===== config.mk =====
export PLATFORM = sky130hd
export DESIGN_NAME = bus_monitor_6502
export DESIGN_NICKNAME = d
export VERILOG_FILES = /design/src/rtl/bus_mon_pkg.sv /design/src/rtl/bus_mon_watch.sv /design/src/rtl/bus_monitor_6502.sv
export SDC_FILE = /design/constraint.sdc
export NUM_CORES = 1
export LEC_CHECK = 0
export BUFFER_PORTS_ARGS = -buffer_cell sky130_fd_sc_hd__buf_2
export CORE_UTILIZATION = 45
export CTS_CLUSTER_DIAMETER = 50
export DETAILED_ROUTE_END_ITERATION = 6
export GPL_TIMING_DRIVEN = 0
export PLACE_DENSITY = 0.71
export SETUP_SLACK_MARGIN = 0.1
export SLEW_MARGIN = 20
export SYNTH_ARGS = -nofsm -noshare
export SYNTH_HDL_FRONTEND = slang
export SYNTH_SLANG_ARGS = --single-unit

===== constraint.sdc =====
create_clock -name clk -period 5.55 [get_ports clk]
set_input_delay 0.8325 -clock clk [delete_from_list [all_inputs] [get_ports clk]]
set_output_delay 0.8325 -clock clk [all_outputs]
set_load 0.05 [all_outputs]

===== src/rtl/bus_mon_pkg.sv =====
// Shared types and constants for the 6502 bus monitor.
package bus_mon_pkg;

    // Trap detector states
    typedef enum logic [1:0] {
        IDLE,
        RUN,
        TRAPPED
    } mon_state_t;

    // Bit positions inside err
    localparam int unsigned ERR_WE_NOMEN     = 0;
    localparam int unsigned ERR_IREAD_NOMEN  = 1;
    localparam int unsigned ERR_IREAD_WE     = 2;
    localparam int unsigned ERR_SYNC_NOIREAD = 3;
    localparam int unsigned ERR_W            = 4;

    // Width of the repeat counter; holds TRAP_CNT up to 15
    localparam int unsigned REP_W = 4;

endpackage


===== src/rtl/bus_mon_watch.sv =====
// One write-watch channel: address compare, value capture, change pulse.
module bus_mon_watch #(
    parameter int unsigned AW = 16,
    parameter int unsigned DW = 8
) (
    input  logic          clk,
    input  logic          rst_n,
    input  logic          clr,
    input  logic          rdy,
    input  logic          men,
    input  logic          we,
    input  logic [AW-1:0] ab,
    input  logic [DW-1:0] dout,
    input  logic [AW-1:0] watch_addr,
    output logic [DW-1:0] watch_val,
    output logic          watch_hit
);

    logic match;

    // Qualified store to the watched address
    assign match = rdy & men & we & (ab == watch_addr);

    // Capture the stored value; pulse only when it actually changes
    always_ff @(posedge clk or negedge rst_n) begin
        if (!rst_n) begin
            watch_val <= '0;
            watch_hit <= 1'b0;
        end else if (clr) begin
            watch_val <= '0;
            watch_hit <= 1'b0;
        end else begin
            watch_hit <= 1'b0;
            if (match) begin
                watch_val <= dout;
                watch_hit <= (dout != watch_val);
            end
        end
    end

endmodule


===== src/rtl/bus_monitor_6502.sv =====
// Passive monitor for the 6502 memory interface: counters, sticky protocol
// error flags, write-watch channels and a jump-to-self trap detector.
// Optional feature: define BUS_MON_TRAP_EN to build the trap detector.
module bus_monitor_6502
    import bus_mon_pkg::*;
#(
    parameter int unsigned AW       = 16,
    parameter int unsigned DW       = 8,
    parameter int unsigned NWATCH   = 2,
    parameter int unsigned CNTW     = 32,
    parameter int unsigned TRAP_CNT = 3
) (
    input  logic                 clk,
    input  logic                 rst_n,
    input  logic                 clr,
    input  logic                 rdy,
    input  logic                 men,
    input  logic                 we,
    input  logic                 sync,
    input  logic                 iread,
    input  logic [AW-1:0]        ab,
    input  logic [DW-1:0]        dout,
    input  logic [NWATCH*AW-1:0] watch_addr,
    output logic [CNTW-1:0]      cycle_cnt,
    output logic [CNTW-1:0]      instr_cnt,
    output logic [CNTW-1:0]      nomen_cnt,
    output logic [NWATCH*DW-1:0] watch_val,
    output logic [NWATCH-1:0]    watch_hit,
    output logic [ERR_W-1:0]     err,
    output logic                 trap,
    output logic [AW-1:0]        trap_pc
);

    logic             freeze;
    logic [ERR_W-1:0] err_set;

`ifdef BUS_MON_TRAP_EN
    mon_state_t        state;
    logic [AW-1:0]     last_pc;
    logic [REP_W-1:0]  rep;
    logic [REP_W-1:0]  rep_inc;

    assign rep_inc = rep + REP_W'(1);

    // Track the run of identical fetch addresses; latch the trap when it hits TRAP_CNT
    always_ff @(posedge clk or negedge rst_n) begin
        if (!rst_n) begin
            state   <= IDLE;
            last_pc <= '0;
            rep     <= '0;
            trap    <= 1'b0;
            trap_pc <= '0;
        end else if (clr) begin
            state   <= IDLE;
            last_pc <= '0;
            rep     <= '0;
            trap    <= 1'b0;
            trap_pc <= '0;
        end else if (rdy && sync) begin
            case (state)
                IDLE: begin
                    last_pc <= ab;
                    rep     <= REP_W'(1);
                    state   <= RUN;
                end
                RUN: begin
                    if (ab == last_pc) begin
                        rep <= rep_inc;
                        if (rep_inc == REP_W'(TRAP_CNT)) begin
                            state   <= TRAPPED;
                            trap    <= 1'b1;
                            trap_pc <= last_pc;
                        end
                    end else begin
                        last_pc <= ab;
                        rep     <= REP_W'(1);
                    end
                end
                default: begin
                end
            endcase
        end
    end
`else
    logic unused_trap_cnt;

    assign unused_trap_cnt = ^TRAP_CNT;
    assign trap            = 1'b0;
    assign trap_pc         = '0;
`endif

    assign freeze = trap;

    // Saturating event counters, held once a trap is flagged
    always_ff @(posedge clk or negedge rst_n) begin
        if (!rst_n) begin
            cycle_cnt <= '0;
            instr_cnt <= '0;
            nomen_cnt <= '0;
        end else if (clr) begin
            cycle_cnt <= '0;
            instr_cnt <= '0;
            nomen_cnt <= '0;
        end else if (rdy && !freeze) begin
            if (cycle_cnt != '1) cycle_cnt <= cycle_cnt + CNTW'(1);
            if (sync && (instr_cnt != '1)) instr_cnt <= instr_cnt + CNTW'(1);
            if (!men && (nomen_cnt != '1)) nomen_cnt <= nomen_cnt + CNTW'(1);
        end
    end

    // Protocol violations seen on the current cycle
    always_comb begin
        err_set                   = '0;
        err_set[ERR_WE_NOMEN]     = we & ~men;
        err_set[ERR_IREAD_NOMEN]  = iread & ~men;
        err_set[ERR_IREAD_WE]     = iread & we;
        err_set[ERR_SYNC_NOIREAD] = men & sync & ~iread;
    end

    // Sticky error flags
    always_ff @(posedge clk or negedge rst_n) begin
        if (!rst_n) begin
            err <= '0;
        end else if (clr) begin
            err <= '0;
        end else if (rdy) begin
            err <= err | err_set;
        end
    end

    // Independent watch channels
    for (genvar i = 0; i < NWATCH; i++) begin : g_watch
        bus_mon_watch #(
            .AW(AW),
            .DW(DW)
        ) u_watch (
            .clk        (clk),
            .rst_n      (rst_n),
            .clr        (clr),
            .rdy        (rdy),
            .men        (men),
            .we         (we),
            .ab         (ab),
            .dout       (dout),
            .watch_addr (watch_addr[i*AW +: AW]),
            .watch_val  (watch_val[i*DW +: DW]),
            .watch_hit  (watch_hit[i])
        );
    end

endmodule


# ---- Word level (Yosys, flattened, before mapping)
# Index checks and enable logic that the tools add are counted.
dict set report totals {
  output_inout_bits 135
  wordCells 61
  register_bits 118
  in_bits 64
}
dict set report classes {
  addsub 3
  eq_ne 7
  bitwise_logic 12
  n_mux 19
  reduce_logical 12
}
# cell count
set op_table {}
lappend op_table {{2-to-1 mux 32 bit} 9}
lappend op_table {{adder 32 x 1 -> 32 bit, second input constant} 3}
lappend op_table {{!= test 32 bit, second input constant} 3}
lappend op_table {{equality test 16 bit} 2}
lappend op_table {{2-to-1 mux 8 bit} 4}
lappend op_table {{!= test 8 bit} 2}
lappend op_table {{nonzero test 2 bit} 6}
lappend op_table {{AND 1 bit} 9}
lappend op_table {{2-to-1 mux 4 bit} 2}
lappend op_table {{AND reduction 2 bit} 3}
lappend op_table {{2-to-1 mux 1 bit} 4}
lappend op_table {{bitwise OR 4 bit} 1}
lappend op_table {{logical AND 1 bit} 2}
lappend op_table {{NOT 1 bit} 2}
lappend op_table {{zero test 1 bit} 1}

# ---- Longest topological paths before layout
# Gate-level depths: netlist (run 1).
dict set report depth {
  ltp_word 5
  ltp_mapped 8
  ltp_nobuf 6
}

# ---- Modules after synthesis
# From an unflattened synthesis (run 1), not the netlist that was laid out.
dict set report unflattened {
  cells_unflattened 721
  area_unflattened_um2 6630.1
}
# mod area_per_inst_um2 n_inst cells_each seq_area_each_um2
set by_module_without_submodules {}
lappend by_module_without_submodules {bus_monitor_6502 5296.3 1 579 2502.4}
lappend by_module_without_submodules {bus_mon_watch 666.9 2 71 225.2}

# ---- Least setup slack after synthesis (run 1)
# No wires, ideal clock.
dict set report synth_timing {
  path_kind {input port to flip-flop}
  start {in rdy}
  end {reg instr_cnt[29]}
  setup_slack_ps 2901
  setup_ps 125
  cell_stages 7
  path_buffers 2
  arrival_ps 2524
  required_ps 5425
  path_cell_list {buf_4 > and2_1 > nand4_2 > or4_4 > buf_6 > nor4_1 > mux2_2}
}
dict set report synth_between {
  elab_chain_cells 2
}
# item line_no
set synth_rtl {}
lappend synth_rtl {{from (decl)} bus_monitor_6502.sv:16} ;# input logic rdy,
lappend synth_rtl {{nonzero test 2 bit (no line)} n/a}
lappend synth_rtl {{AND reduction 2 bit (no line)} n/a}
lappend synth_rtl {{to (signal assigned)} bus_monitor_6502.sv:106} ;# if (sync && (instr_cnt != '1)) instr_cnt <= instr_cnt + CNTW'(1);
lappend synth_rtl {{to (decl)} bus_monitor_6502.sv:25} ;# output logic [CNTW-1:0] instr_cnt,
# No other way between the ends.
# A chain may end at the register's enable or synchronous reset.

# ---- Worst setup path after layout (run 1)
dict set report layout_timing {
  start {reg cycle_cnt[0]}
  end {reg cycle_cnt[5]}
}
dict set report layout_between {
  elab_chain_cells 4
  word_cells_on_any_way 7
  classes_between {1 x add/sub; 1 x eq/ne; 3 x mux; 2 x reduce/logical}
}
# item line_no
set layout_rtl {}
lappend layout_rtl {{from (decl)} bus_monitor_6502.sv:24} ;# output logic [CNTW-1:0] cycle_cnt,
lappend layout_rtl {{from (signal assigned)} bus_monitor_6502.sv:105} ;# if (cycle_cnt != '1) cycle_cnt <= cycle_cnt + CNTW'(1);
lappend layout_rtl {{adder 32 x 1 -> 32 bit} bus_monitor_6502.sv:105}
lappend layout_rtl {{2-to-1 mux 32 bit} bus_monitor_6502.sv:105}
lappend layout_rtl {{2-to-1 mux 32 bit} bus_monitor_6502.sv:104} ;# end else if (rdy && !freeze) begin
lappend layout_rtl {{2-to-1 mux 32 bit} bus_monitor_6502.sv:100} ;# end else if (clr) begin
# Parallel ways exist; a longest one is shown, timed or not. The select of a mux whose other input is x is not followed.

==> results of run 1 <==
==> where the power goes <==
group | internal [mW] | switching [mW]
clock | 0.796 | 0.391
combinational | 0.0577 | 0.125
sequential | 0.866 | 0.00593
total | 1.72 | 0.522
==> logic make-up (layout without fill, tap and decap cells) <==
kind of cell / after synthesis / count (layout)
compound gates: 154 / 154
xor+xnor: 81 / 81
fa+ha+maj: 3 / 3
buf+inv: 71 / 282
flops: 118 / 118
mux: 9 / 9
other cells: 1 / 17
simple gates: 289 / 289
==> flip-flops by register name, indices dropped and copies added (netlist names) <==
| register | cells |
|---|---|
| instr_cnt | 32 |
| cycle_cnt | 32 |
| err | 4 |
| g_watch.u_watch.watch_hit | 2 |
| nomen_cnt | 32 |
| g_watch.u_watch.watch_val | 16 |
==> worst max-delay path by stage <==
| stage | start | endpoint | slack (ns) | cells after the start |
|---|---|---|---|---|
| 6_report | cycle_cnt[0] | cycle_cnt[5] | 2.80 | 7 |
| 4_1_cts | cycle_cnt[0] | cycle_cnt[5] | 2.84 | 7 |
| 5_1_grt | cycle_cnt[0] | cycle_cnt[5] | 2.64 | 7 |
| 3_3_place_gp | rst_n | instr_cnt[28] | 2.05 | 1 |
| 3_5_place_dp | rdy | instr_cnt[29] | 2.52 | 7 |
| 2_1_floorplan | rdy | instr_cnt[29] | 2.90 | 7 |
==> layer usage <==
| layer | vias up | track usage | part of all wire |
|---|---|---|---|
| met2 | 230 | 0.410 | 0.47 |
| met3 | 18 | 0.0599 | 0.063 |
| met5 | - | 0 | 0 |
| li1 | 3099 | - | - |
| met1 | 3112 | 0.338 | 0.45 |
| met4 | 0 | 0.0667 | 0.012 |
==> area by class of cell <==
type / count / area (µm²) / area share
Inverter: 23 / 86.3 / 0.00994
Clock buffer: 23 / 488 / 0.0562
Timing Repair Buffer: 180 / 930 / 0.107
Buffer: 48 / 274 / 0.0315
Multi-Input combinational cell: 553 / 3580 / 0.412
Tap cell: 184 / 230 / 0.0265
Sequential cell: 118 / 2950 / 0.340
Clock inverter: 8 / 145 / 0.0167
==> per-stage QoR <==
step / hold slack [ns] / setup slack [ns] / area, µm²
detailed placement: 0.476 / 2.52 / 8060
floorplan: 0.537 / 2.90 / 6900
finish: 0.441 / 2.80 / 8690
global route: 0.504 / 2.64 / 8690
global placement: 0.473 / 2.05 / 8020
CTS: 0.477 / 2.84 / 8690
==> synthesized netlist by cell type (20+ instances only) <==
cell and n:
xnor2_1 47, o21ai_0 21, nand4_1 25, nand2_1 36
dfrtp_1 118, clkbuf_1 20, nand3_1 38, a21oi_1 55
o31ai_1 26, inv_1 23, or3_1 23, xor2_1 34
buf_4 21, or4_1 32, nor2_1 61
==> worst reg2reg max path, delay by kind of cell, from the launching register on <==
kind,cells,cell delay [ns]
buffers and inverters,1,0.32
AND/OR/NAND/NOR,4,1.33
multiplexers,1,0.27
adder cells (fa/ha/maj),1,0.27
flip-flops,1,0.44
==> metrics.yaml, run 1 <==
design.die.area_um2: 15700
numCtsBuffers: 17
crit_arrival_ns: 3.03
critPathMaxStageDelay_ns: 0.61
drt-initial-drc-count: 578
cts.clk_slew.worst_paths_ns: 0.06
cts_resized: 0
rows: 44
drive_gt1_frac: 0.275
core_area_um2: 14700
n_antenna_cell: 0
path_cells: "ha_1 > nand4_1 > or4_1 > nor4_1 > buf_2 > nor3_1 > mux2_2"
antenna_found_initial: 0
place_congestion: 0.842
grt_pass1_wl_mm: 31.6
timing.fmax_mhz: 364
synth_xor_xnor_area_share: 0.104
violations: "design-rule violations"
synth_adder_area_share: 0.00549
synth-edff-count: 0
io_pins: 199
final_nets: 1008
worstRegToRegCells: 7
tightest_slew_ns: 0.869
start_util: 0.465
cp_slowest_cell: "or4_1"
track_usage: 0.252
cts_setup_buffers: 0
firstDrtPassIters: 7
clock_skew_ns: 0.0119
fin_cells: 1137
cp-end-kind: "flip-flop"
async_reset_ff_frac: 1.00
grt.overflow.total: 0
wirelength_mm: 19.1
die_w_um: 125
finalSetupTns_ns: 0
startpoint_type: "flip-flop"
die_h_um: 125
cts_max_path_buffers: 2
cp_num_buf_inv: 1
vias: 6459
yosysSeqAreaShare: 0.432
io_buffers: 179
total_power_mw: 2.24
yosysUniqueCellTypes: 56
holdBufCountCts: 0
yosys.area_share.simple: 0.244
hold_violations: 0
n_fill_cell: 1341
slew_viol_final: 0
drc: 18
synth_top_family_by_area: "simple AND/OR/NAND/NOR gates"
synthTopCellsByArea: "dfrtp_1 43%, xnor2_1 6.0%, xor2_1 4.4%, a21oi_1 4.0%, or4_1 3.5%"
r2r_slack_ns: 2.80
hp-class: "primary input to async pin"
cts-root-buf: "clkbuf_16"
outcome: "finished with violations"
synth_compound_area_frac: 0.148
synth_top_area_share: 0.432
power.leakage_nw: 3.93
mostFrequentLayoutCell: "buf_2"
synth_largest_area_cell: "dfrtp_1"
synthMuxAreaShare: 0.0143
slew-limit-headroom: 0.415
place_inst: 1106
rr_startpoint: "cycle_cnt[0]"
syn_area_um2: 6840
final_cell_mix: "184 x buf_2, 118 x dfrtp_1, 61 x nor2_1"
required_ns: 5.84
crit_type: "flip-flop to flip-flop"
routed_via_density: 5.68
hpwl_mm: 13.8
worstPathMaxFanout: 10
utilization: 0.591
postSynthCellCount: 726
r2r_end: "cycle_cnt[5]"
finalSetupViolCount: 0
yosysWarnings: 0
ant_nets: 0
grt_max_degree: 76
peakVddDrop_mv: 0.199
wl_per_cell_um: 16.8
synth_ff_type: "dfrtp_1"
area_growth_syn_to_layout_pct: 27.1
syn_avg_cell_area_um2: 9.42
fin_crit_sh: 0.495
clk_latency_ns: 0.41
period_minus_slack_ns: 2.75
critPathTopFamily: "simple AND/OR/NAND/NOR gates"
clkSinkCount: 118
p_per_area_nw_per_um2: 258
synth_seq_cells: 118
rsz0062_at_grt: "false"
cts_tree: "done"
first_global_vias: 6166
htreeDepth: 4
maxCapViolCount: 0
Note: power is estimated with default switching activity, not from simulation.
==> run 2, diff against run 1 <==
--- a/config.mk
+++ b/config.mk
@@ -5,6 +5,7 @@
 export SDC_FILE = /design/constraint.sdc
 export NUM_CORES = 1
 export LEC_CHECK = 0
+export ABC_AREA = 1
 export BUFFER_PORTS_ARGS = -buffer_cell sky130_fd_sc_hd__buf_2
 export CORE_UTILIZATION = 45
 export CTS_CLUSTER_DIAMETER = 50
==> constraint.sdc (replaced) <==
create_clock -name clk -period 2.5 [get_ports clk]
set_input_delay 0.375 -clock clk [delete_from_list [all_inputs] [get_ports clk]]
set_output_delay 0.375 -clock clk [all_outputs]
set_load 0.05 [all_outputs]
==> metrics.yaml, run 2 <==
outcome: "finished clean"  # was finished with violations
core_area_um2: 18700  # was 14700 µm²
yosysSeqAreaShare: 0.343  # was 0.432
numCtsBuffers: 17  # unchanged
yosysUniqueCellTypes: 38  # was 56
critPathMaxStageDelay_ns: 0.48  # was 0.61 ns
drt-initial-drc-count: 666  # was 578
place_congestion: 0.948  # was 0.842
synth_seq_cells: 118  # unchanged
hold_violations: 0  # unchanged
area_growth_syn_to_layout_pct: 21.6  # was 27.1%
synth_largest_area_cell: "dfrtp_1"  # unchanged
hp-class: "primary input to flip-flop"  # was primary input to async pin
busiest_layer: "met2"  # unchanged
rsz0062_at_grt: "false"  # unchanged
clkSinkCount: 118  # unchanged
worstPathMaxFanout: 10  # unchanged
cp_slowest_cell: "a21oi_1"  # was or4_1
period_minus_slack_ns: 2.11  # was 2.75 ns
globalRouteMet1Util: 0.366  # was 0.338
yosys-top-cells-count: "539 x nand2_1, 192 x nor2_1, 130 x inv_1, 118 x dfrtp_1, 101 x nand3_1"  # was 118 x dfrtp_1, 61 x nor2_1, 55 x a21oi_1, 47 x xnor2_1, 38 x nand3_1
cts-root-buf: "clkbuf_16"  # unchanged
cts_tree: "done"  # unchanged
use_met3: 0.0410  # was 0.0599
cts_resized: 0  # unchanged
tightest_slew_ns: 0.766  # was 0.869 ns
crit_arrival_ns: 2.46  # was 3.03 ns
fin_crit_sh: 0.844  # was 0.495
cp_num_buf_inv: 1  # unchanged
mostFrequentLayoutCell: "nand2_1"  # was buf_2
place_area_um2: 9900  # was 8060 µm²
drive_gt1_frac: 0.186  # was 0.275
cts_max_path_buffers: 2  # unchanged
track_usage: 0.265  # was 0.252
clk_latency_ns: 0.42  # was 0.41 ns
design.die.area_um2: 19700  # was 15700 µm²
clock_skew_ns: 0.00807  # was 0.0119 ns
p_per_area_nw_per_um2: 462  # was 258 nW/µm²
start_util: 0.460  # was 0.465
slew-limit-headroom: 0.489  # was 0.415
crit_type: "flip-flop to flip-flop"  # unchanged
place_inst: 1782  # was 1106
grt_use_met2: 0.426  # was 0.410
grt_pass1_wl_mm: 41.0  # was 31.6 mm
reg_top3: "cycle_cnt: 32 flops, instr_cnt: 32 flops, nomen_cnt: 32 flops"  # unchanged
htreeDepth: 4  # unchanged
n_antenna_cell: 0  # unchanged
syn_area_um2: 8610  # was 6840 µm²
die_h_um: 140  # was 125 µm
synth_ff_type: "dfrtp_1"  # unchanged
postSynthCellCount: 1351  # was 726
syn_avg_cell_area_um2: 6.38  # was 9.42 µm²
grt_max_degree: 74  # was 76
multi_input_area_um2: 4920  # was 3580 µm²
grt.overflow.total: 0  # unchanged
peakVddDrop_mv: 0.596  # was 0.199 mV
synth.most_common_cell: "nand2_1"  # was dfrtp_1
path_cells: "ha_1 > nand2_2 > nor2_4 > nand2_4 > nor2_4 > a21oi_1 > buf_2 > nand4_1 > nand2_1"  # was ha_1 > nand4_1 > or4_1 > nor4_1 > buf_2 > nor3_1 > mux2_2
io_pins: 199  # unchanged
final_nets: 1635  # was 1008
cpMostUsedCell: "nor2_4"
critPathTopFamily: "simple AND/OR/NAND/NOR gates"  # unchanged
synth-edff-count: 0  # unchanged
wirelength_mm: 25.4  # was 19.1 mm
die_w_um: 140  # was 125 µm
first_global_vias: 8071  # was 6166
cts.clk_slew.worst_paths_ns: 0.06  # about the same
yosysWarnings: 0  # unchanged
regArea_um2: 2950  # unchanged
rows: 50  # was 44
hpwl_mm: 19.4  # was 13.8 mm
routed_via_density: 5.04  # was 5.68
firstDrtPassIters: 5  # was 7
required_ns: 2.85  # was 5.84 ns
synth_top_area_share: 0.343  # was 0.432
power.leakage_nw: 5.55  # was 3.93 nW
finalSetupViolCount: 0  # unchanged
drc: 0  # was 18
slew_viol_final: 0  # unchanged
vias: 9140  # was 6459
maxCapViolCount: 0  # unchanged
startpoint_type: "flip-flop"  # unchanged
wl_per_cell_um: 14.0  # was 16.8 µm
final_cell_mix: "539 x nand2_1, 192 x nor2_1, 184 x buf_2"  # was 184 x buf_2, 118 x dfrtp_1, 61 x nor2_1
n_fill_cell: 1878  # was 1341
antenna_found_initial: 0  # unchanged
timing.fmax_mhz: 474  # was 364 MHz
io_buffers: 180  # was 179
cp-end-kind: "flip-flop"  # unchanged
design_area_um2: 10500  # was 8690 µm²
async_reset_ff_frac: 1.00  # unchanged
ant_nets: 0  # unchanged
synthTopCellsByArea: "dfrtp_1 34%, nand2_1 23%, nor2_1 8.4%, nand3_1 5.9%, inv_1 5.7%"  # was dfrtp_1 43%, xnor2_1 6.0%, xor2_1 4.4%, a21oi_1 4.0%, or4_1 3.5%
fin_cells: 1814  # was 1137
## run 2: changes by cell type after synthesis, moves of 17 or more
cell / before / now
inv_1: 23 / 130
a21oi_1: 55 / 2
nand4_1: 25 / 57
o31ai_1: 26 / 0
nand2_1: 36 / 539
o21ai_1: 0 / 17
or3_1: 23 / 0
xnor2_1: 47 / 23
or4_1: 32 / 0
nor2_1: 61 / 192
nand3_1: 38 / 101
## run 2: metrics by stage
step	worst slack (ns)	power, mW	util	hold WS (ns)	TNS, ns
after floorplan	0.453	2.29	-	0.0794	0
after global placement	-0.549	2.49	0.527	0.472	-63.10
after detailed placement	0.434	2.50	0.529	0.351	0
after CTS	0.390	4.86	0.560	0.234	0
after global routing	0.229	5.02	0.560	0.252	0
final	0.390	4.84	0.560	0.243	0
## run 2: logic make-up after synthesis
logic type,share of synthesized area
xor+xnor,0.0498
flops,0.343
compound gates,0.0289
buf+inv,0.0930
other cells,0.000435
fa+ha+maj,0.00436
simple gates,0.481
## run 2: area by class of cell
type / count / share of cell area
multi-input cells: 1071 / 0.470
inverters: 135 / 0.0493
plain buffers: 43 / 0.0271
clock inverters: 8 / 0.00705
flip-flops and latches: 118 / 0.282
well taps: 234 / 0.0280
repair buffers: 182 / 0.0902
clock buffers: 23 / 0.0466
## run 2: metal layers
layer / share of wire / vias up
li1: - / 4648
met1: 0.47 / 4166
met2: 0.46 / 292
met3: 0.058 / 34
met4: 0.016 / 0
met5: 0 / -
## run 2: power by group
part           switching (mW)  total [mW]  internal [mW]
sequential            0.00948        1.93           1.92
combinational           0.376       0.534          0.157
clock                   0.911        2.37           1.46
## run 2: repair_timing
item,CTS,global route
hold buffers,1,0
endpoints found under the hold margin,45,0
setup buffers,0,0
endpoints found under the setup margin,0,0
## run 2: path summary, 6_finish.rpt
path	start	to	slack [ns]	cells past startpoint
worst max register to register	instr_cnt[0]	instr_cnt[15]	0.39	9
worst min register to register	err[1]	err[1]	0.49	1
min in group asynchronous	rst_n	cycle_cnt[2]	0.46	2
max in group asynchronous	rst_n	g_watch[1].u_watch.watch_val[3]	1.30	3
worst max-delay path	instr_cnt[0]	instr_cnt[15]	0.39	9
worst min-delay path	we	err[0]	0.24	3
## run 2: worst reg2reg max path, stage by stage, from the launching register on
cell	delay, ns
dfrtp_1	0.41
ha_1	0.24
nand2_2	0.11
nor2_4	0.07
nand2_4	0.11
nor2_4	0.06
a21oi_1	0.48
buf_2	0.35
nand4_1	0.12
nand2_1	0.10
